==> src/rtl/ph_ecc_pipe.sv <==
// Pipelined, back-pressurable CSI-2 packet-header ECC checker/corrector with
// saturating error counters for link-quality monitoring.
module ph_ecc_pipe #(
  parameter int LATENCY    = 1,
  parameter int CNT_W      = 16,
  parameter bit RSVD_CHECK = 1'b1
) (
  input  logic             clk,
  input  logic             reset,
  input  logic             in_valid,
  output logic             in_ready,
  input  logic [31:0]      ph_in,
  input  logic             correct_en,
  output logic             out_valid,
  input  logic             out_ready,
  output logic [23:0]      ph_out,
  output logic             no_error,
  output logic             corrected_error,
  output logic             error,
  input  logic             cnt_clear,
  output logic [CNT_W-1:0] cnt_corrected,
  output logic [CNT_W-1:0] cnt_error
);

  // Handshakes: a transfer happens on a rising edge where valid && ready;
  // valid never depends on ready, and once raised valid and its payload
  // hold until the transfer completes.

  typedef struct packed {
    logic [23:0] data;
    logic        no_err;
    logic        corr;
    logic        err;
  } dec_t;

  localparam logic [CNT_W-1:0] CNT_MAX = '1;

  // Parity column contributed by data bit k (CSI-2 v1.x header ECC).
  function automatic logic [5:0] ecc_col(input int k);
    case (k)
      0:       ecc_col = 6'h07;
      1:       ecc_col = 6'h0B;
      2:       ecc_col = 6'h0D;
      3:       ecc_col = 6'h0E;
      4:       ecc_col = 6'h13;
      5:       ecc_col = 6'h15;
      6:       ecc_col = 6'h16;
      7:       ecc_col = 6'h19;
      8:       ecc_col = 6'h1A;
      9:       ecc_col = 6'h1C;
      10:      ecc_col = 6'h23;
      11:      ecc_col = 6'h25;
      12:      ecc_col = 6'h26;
      13:      ecc_col = 6'h29;
      14:      ecc_col = 6'h2A;
      15:      ecc_col = 6'h2C;
      16:      ecc_col = 6'h31;
      17:      ecc_col = 6'h32;
      18:      ecc_col = 6'h34;
      19:      ecc_col = 6'h38;
      20:      ecc_col = 6'h1F;
      21:      ecc_col = 6'h2F;
      22:      ecc_col = 6'h37;
      23:      ecc_col = 6'h3B;
      default: ecc_col = 6'h00;
    endcase
  endfunction

  function automatic logic [5:0] ecc_calc(input logic [23:0] d);
    logic [5:0] p;
    p = '0;
    for (int k = 0; k < 24; k++) begin
      if (d[k]) p = p ^ ecc_col(k);
    end
    return p;
  endfunction

  // Classification is mutually exclusive; a reserved-bit violation wins.
  function automatic dec_t decode(input logic [23:0] d, input logic [5:0] syn,
                                  input logic rsvd_bad, input logic fix);
    dec_t        r;
    logic [23:0] hit;
    logic        ecc_bit;
    for (int k = 0; k < 24; k++) begin
      hit[k] = (syn == ecc_col(k));
    end
    ecc_bit  = (syn != 6'd0) && ((syn & (syn - 6'd1)) == 6'd0);
    r.data   = d;
    r.no_err = 1'b0;
    r.corr   = 1'b0;
    r.err    = 1'b0;
    if (rsvd_bad) begin
      r.err = 1'b1;
    end else if (syn == 6'd0) begin
      r.no_err = 1'b1;
    end else if (|hit) begin
      r.corr = 1'b1;
      if (fix) r.data = d ^ hit;
    end else if (ecc_bit) begin
      r.corr = 1'b1;
    end else begin
      r.err = 1'b1;
    end
    return r;
  endfunction

  logic up_valid;
  dec_t up_dec;
  logic out_load;
  logic out_fire;

  assign out_load = !out_valid || out_ready;
  assign out_fire = out_valid && out_ready;

  if (LATENCY >= 2) begin : g_lat2
    logic        s1_valid;
    logic [23:0] s1_data;
    logic [5:0]  s1_syn;
    logic        s1_rsvd_bad;
    logic        s1_fix;

    assign in_ready = !s1_valid || out_load;

    // Syndrome stage: correction is deferred to the output stage.
    always_ff @(posedge clk or posedge reset) begin
      if (reset) begin
        s1_valid    <= 1'b0;
        s1_data     <= '0;
        s1_syn      <= '0;
        s1_rsvd_bad <= 1'b0;
        s1_fix      <= 1'b0;
      end else if (in_ready) begin
        s1_valid <= in_valid;
        if (in_valid) begin
          s1_data     <= ph_in[23:0];
          s1_syn      <= ph_in[29:24] ^ ecc_calc(ph_in[23:0]);
          s1_rsvd_bad <= RSVD_CHECK && (ph_in[31:30] != 2'b00);
          s1_fix      <= correct_en;
        end
      end
    end

    assign up_valid = s1_valid;
    assign up_dec   = decode(s1_data, s1_syn, s1_rsvd_bad, s1_fix);
  end else begin : g_lat1
    assign in_ready = out_load;
    assign up_valid = in_valid;
    assign up_dec   = decode(ph_in[23:0], ph_in[29:24] ^ ecc_calc(ph_in[23:0]),
                             RSVD_CHECK && (ph_in[31:30] != 2'b00), correct_en);
  end

  // Flags are qualified by valid so they read all-zero on an empty stage.
  always_ff @(posedge clk or posedge reset) begin
    if (reset) begin
      out_valid       <= 1'b0;
      ph_out          <= '0;
      no_error        <= 1'b0;
      corrected_error <= 1'b0;
      error           <= 1'b0;
    end else if (out_load) begin
      out_valid       <= up_valid;
      no_error        <= up_valid && up_dec.no_err;
      corrected_error <= up_valid && up_dec.corr;
      error           <= up_valid && up_dec.err;
      if (up_valid) ph_out <= up_dec.data;
    end
  end

  always_ff @(posedge clk or posedge reset) begin
    if (reset) begin
      cnt_corrected <= '0;
      cnt_error     <= '0;
    end else if (cnt_clear) begin
      cnt_corrected <= '0;
      cnt_error     <= '0;
    end else if (out_fire) begin
      if (corrected_error && (cnt_corrected != CNT_MAX))
        cnt_corrected <= cnt_corrected + CNT_W'(1);
      if (error && (cnt_error != CNT_MAX))
        cnt_error <= cnt_error + CNT_W'(1);
    end
  end

endmodule

==> config.mk <==
export PLATFORM = sky130hd
export DESIGN_NAME = ph_ecc_pipe
export DESIGN_NICKNAME = d
export VERILOG_FILES = /design/src/rtl/ph_ecc_pipe.sv
export SDC_FILE = /design/constraint.sdc
export NUM_CORES = 1
export LEC_CHECK = 0
export CAP_MARGIN = 20
export CORE_AREA = 2 2 93 95
export DETAILED_ROUTE_END_ITERATION = 8
export DIE_AREA = 0 0 95 97
export PLACE_DENSITY = 0.84
export SLEW_MARGIN = 10
export SYNTH_ARGS = -nofsm -noshare
export SYNTH_HDL_FRONTEND = slang
export SYNTH_SLANG_ARGS = --single-unit
==> constraint.sdc <==
create_clock -name clk -period 2.76 [get_ports clk]
set_input_delay 0.552 -clock clk [delete_from_list [all_inputs] [get_ports clk]]
set_output_delay 0.552 -clock clk [all_outputs]
set_load 0.01 [all_outputs]
==> results.txt, run 1 <==
Summing all non-filler instances in the final layout gives an area of a little over 7000 um2. The CTS clock-pin slew for the worst setup and hold paths came out at ~0.070 ns. The final critical delay including setup and external delays came out at between 3 and 4 ns. The detail-routed net length per standard cell came out at 26.26 um. At the worst endpoint, the required time is 3.05 ns. The width of the die came out at 95 um.

The number of failing hold endpoints at the final stage was 0. The mapped netlist covers 3985 um2. The die is 97 um tall. STA classifies the critical path endpoint as a flop.

The worst register-to-register path ends at cnt_corrected[14]. Detailed placement ended at an HPWL of roughly 9300 um. The later pin in the worst-skew pair is clocked with a latency of about 0.36 ns. The fraction of layout cells with a size suffix above 1 came out at 0.4458. For this run, the register share of the synthesized area comes to 0.3768. TritonCTS built the clock tree. The maximum number of pins on one net before global-route repair is 45. For this run, design rule violations remaining after detail routing come to 0.

The power density normalized to cell area came out at 869.2 nW/um2. The post-detailed-route count of antenna-violating nets is 0. The number of max-slew violations in the final report is 0. The number of nets in the synthesized netlist is approximately 480. 99 I/O pins were placed.

The critical path in this run is classified as input pin to flop. The initial antenna violation count came out at 0. Setup repair after global routing could not meet its margin everywhere.

The peak ir drop on the vdd network came out at roughly 0.56 mV. The most common cell after layout, fill and taps aside is buf_4. The startpoint of the most critical hold path is ph_out[4]. The worst-path maximum fanout is 4. For hold timing, the worst endpoint is ph_out[4]. The via count of the first global-routing pass is 4628. The area enclosed by the die boundary is 9215 um2.

The master cell of the clock root buffer is clkbuf_8. The worst-case reg-to-reg path depth is 10. The final reports fail on negative setup slack. The final clock skew came out at ~0.010 ns. The share of the clock period used by the worst path came out at 1.240.

The mean instance size in the synthesized netlist is 9.161 um2. For the pin with the worst max-slew slack, the measured transition is 0.5977 ns. After detailed routing, the number of vias per cell comes to 6.296.

The post-route worst hold slack came out at about 0.55 ns. Setup slack on the worst reg-to-reg path comes out at 0.33 ns. The number of cells produced by synthesis is 435. Counting instances, the worst hold path has a depth of 2. The total instance count after detailed placement came out at 713. In this run the critical register-to-register path is launched from cnt_corrected[3]. The number of maximum-capacitance constraint violations came out at 0.

Yosys mapped a number of flops with a built-in enable equal to 0. The final worst-path setup slack came out at -0.6632 ns. The count of vias placed by the detailed router is 4898. dfrtp_1 takes more of the synthesized area than any other cell. The maximum operating frequency is 0.2921 GHz. In the layout the commonest cells are buf_4 (114), clkdlybuf4s50_1 (69), nor2_1 (67), dfrtp_1 (60), buf_6 (33). The count of unique library cells instantiated by Yosys came out at 48. The count of synthesis-stage warnings from yosys came out at 0. The number of nets in the final layout is 708. The signed area change from the synthesized netlist to the final layout is 82.26%. The global-route congestion overflow total is 0. The TritonCTS buffer count came out at 9. The total length of routed wires is 20430 um. 0 antenna diodes ended up in the layout. The number of placement rows came out at 33.

The leakage power summed over all cells is 3.068 nW. The core region is 8134 um2. The hold buffer count at CTS came out at 0. The run finished, with violations left. The number of standard cells in the final layout excluding fillers came out at 778. The most used flip-flop cell after synthesis is dfrtp_1. The placed standard-cell area came out at 5779 um2. The flop and latch count out of synthesis came out at 60.

Data arrives at the worst endpoint at 3.71 ns. Input and output buffers added on the ports amount to 98. For this block, the initial DRC count from the detailed router was ~460. The fraction of post-synthesis cell area in the top cell type by area is 0.3768. Once layout is complete, the utilization of the core stands at 0.8929. The number of buffers between clock root and the deepest sink came out at 2.

In this run the worst hold path is classified as flop to flop. STA classifies the critical path startpoint as an input pin. The number of sinks on the clock net came out at 60. Routability-driven placement finished with a final weighted congestion of ~0.92. The starting density of the core came out at 0.4899. The share of flip-flops with an asynchronous set or reset after synthesis came out at 1.000. By area the synthesized netlist is led by dfrtp_1 (38%), xnor2_1 (12%), xor2_1 (7.5%). The number of levels the H-tree was split into came out at 3.

The first detailed-routing pass ran for 6 iterations. Before CTS, the worst setup slack after placement is -1.054 ns. The number of failing setup endpoints in the final timing report is 26. The first-pass GRT wire length is 24030 um. The max-slew headroom at the worst pin is 0.5965.

The overall track demand over capacity in global routing is 0.3406.
==> routing by layer <==
layer,vias up,global-route usage,share of wire
met5,-,0,0
met4,0,0.1862,0.11
met3,202,0.06620,0.10
li1,1926,-,-
met2,464,0.5668,0.47
met1,2306,0.4084,0.32
==> area by class of cell <==
| cell class | instances | area [um2] |
|---|---|---|
| Clock buffer | 10 | 137.6 |
| Clock inverter | 6 | 87.58 |
| Fill cell | 322 | 870.8 |
| Inverter | 6 | 22.52 |
| Multi-Input combinational cell | 353 | 3258 |
| Sequential cell | 60 | 1501 |
| Tap cell | 105 | 131.4 |
| Timing Repair Buffer | 238 | 2125 |
==> worst max-delay path: stages <==
cell	delay, ns
dlygate4sd2_1	0.29
xnor2_1	0.16
xnor2_1	0.25
xor2_1	0.33
buf_4	0.19
buf_4	0.11
xnor3_2	0.28
nor2_1	0.09
o311ai_0	0.53
a21boi_1	0.27
o41ai_2	0.45
a22o_1	0.21
==> worst max path at each step <==
stage                          from  endpoint  slack [ns]
final                      ph_in[0]     error       -0.66
after global routing       ph_in[0]     error       -0.69
after CTS                  ph_in[1]     error       -0.11
after detailed placement  ph_in[22]     error       -1.05
after global placement    ph_in[22]     error       -1.02
after floorplan            ph_in[6]     error       -0.07
==> power by group <==
group,leakage (nW),switching [mW],internal [mW],total (mW)
registers,0.763,0.0585,0.941,0.999
logic,2.20,2.28,2.10,4.38
clock network,0.105,0.404,0.531,0.935
total,3.07,2.74,3.57,6.31
==> through the flow <==
step	setup TNS, ns	power (mW)
after detailed placement	-21.02	3.276
after global routing	-5.464	6.426
final	-4.003	6.313
after global placement	-19.24	3.252
after CTS	-0.1386	5.037
after floorplan	-0.08105	2.196
==> kinds of logic (layout without fill, tap and decap cells) <==
| family | after synthesis | count (layout) | share of synthesized area |
|---|---|---|---|
| AO/OA/AOI/OAI | 58 | 58 | 0.08823 |
| AND/OR/NAND/NOR | 182 | 182 | 0.2088 |
| XOR/XNOR | 107 | 107 | 0.2813 |
| multiplexers | 4 | 4 | 0.01633 |
| flip-flops | 60 | 60 | 0.3768 |
| buffers and inverters | 22 | 260 | 0.02229 |
| adder cells (fa/ha/maj) | 2 | 2 | 0.006278 |
==> what timing repair did <==
| action | 4_1_cts | 5_1_grt |
|---|---|---|
| resized for setup | 167 | 125 |
| setup endpoints to repair | 27 | 27 |
| buffers inserted | 38 | 18 |
| pin swaps | 58 | 55 |
==> sequential cells by signal, indices dropped and copies added, names as in the netlist <==
name             count
no_error             1
corrected_error      1
ph_out              24
cnt_error           16
cnt_corrected       16
error                1
out_valid            1
==> cells in the mapped netlist (4+ instances only) <==
cell      count
nor2_1       77
dfrtp_1      60
xnor2_1      56
xor2_1       34
nand2_1      32
a21oi_1      31
nand3_1      17
clkbuf_1     13
nor3_1       13
or3_1        10
and3_1        8
o21ai_0       7
inv_1         6
xnor2_2       6
xnor3_1       6
nor2b_1       5
nand4_1       4
No activity file was read; power rests on OpenSTA's default activity.
==> run 2, diff against run 1 <==
ABC_CLOCK_PERIOD_IN_PS = 2760   (was not set)
==> results of run 2 <==
The final DEF is identical to that of run 1; final timing and power are the same.
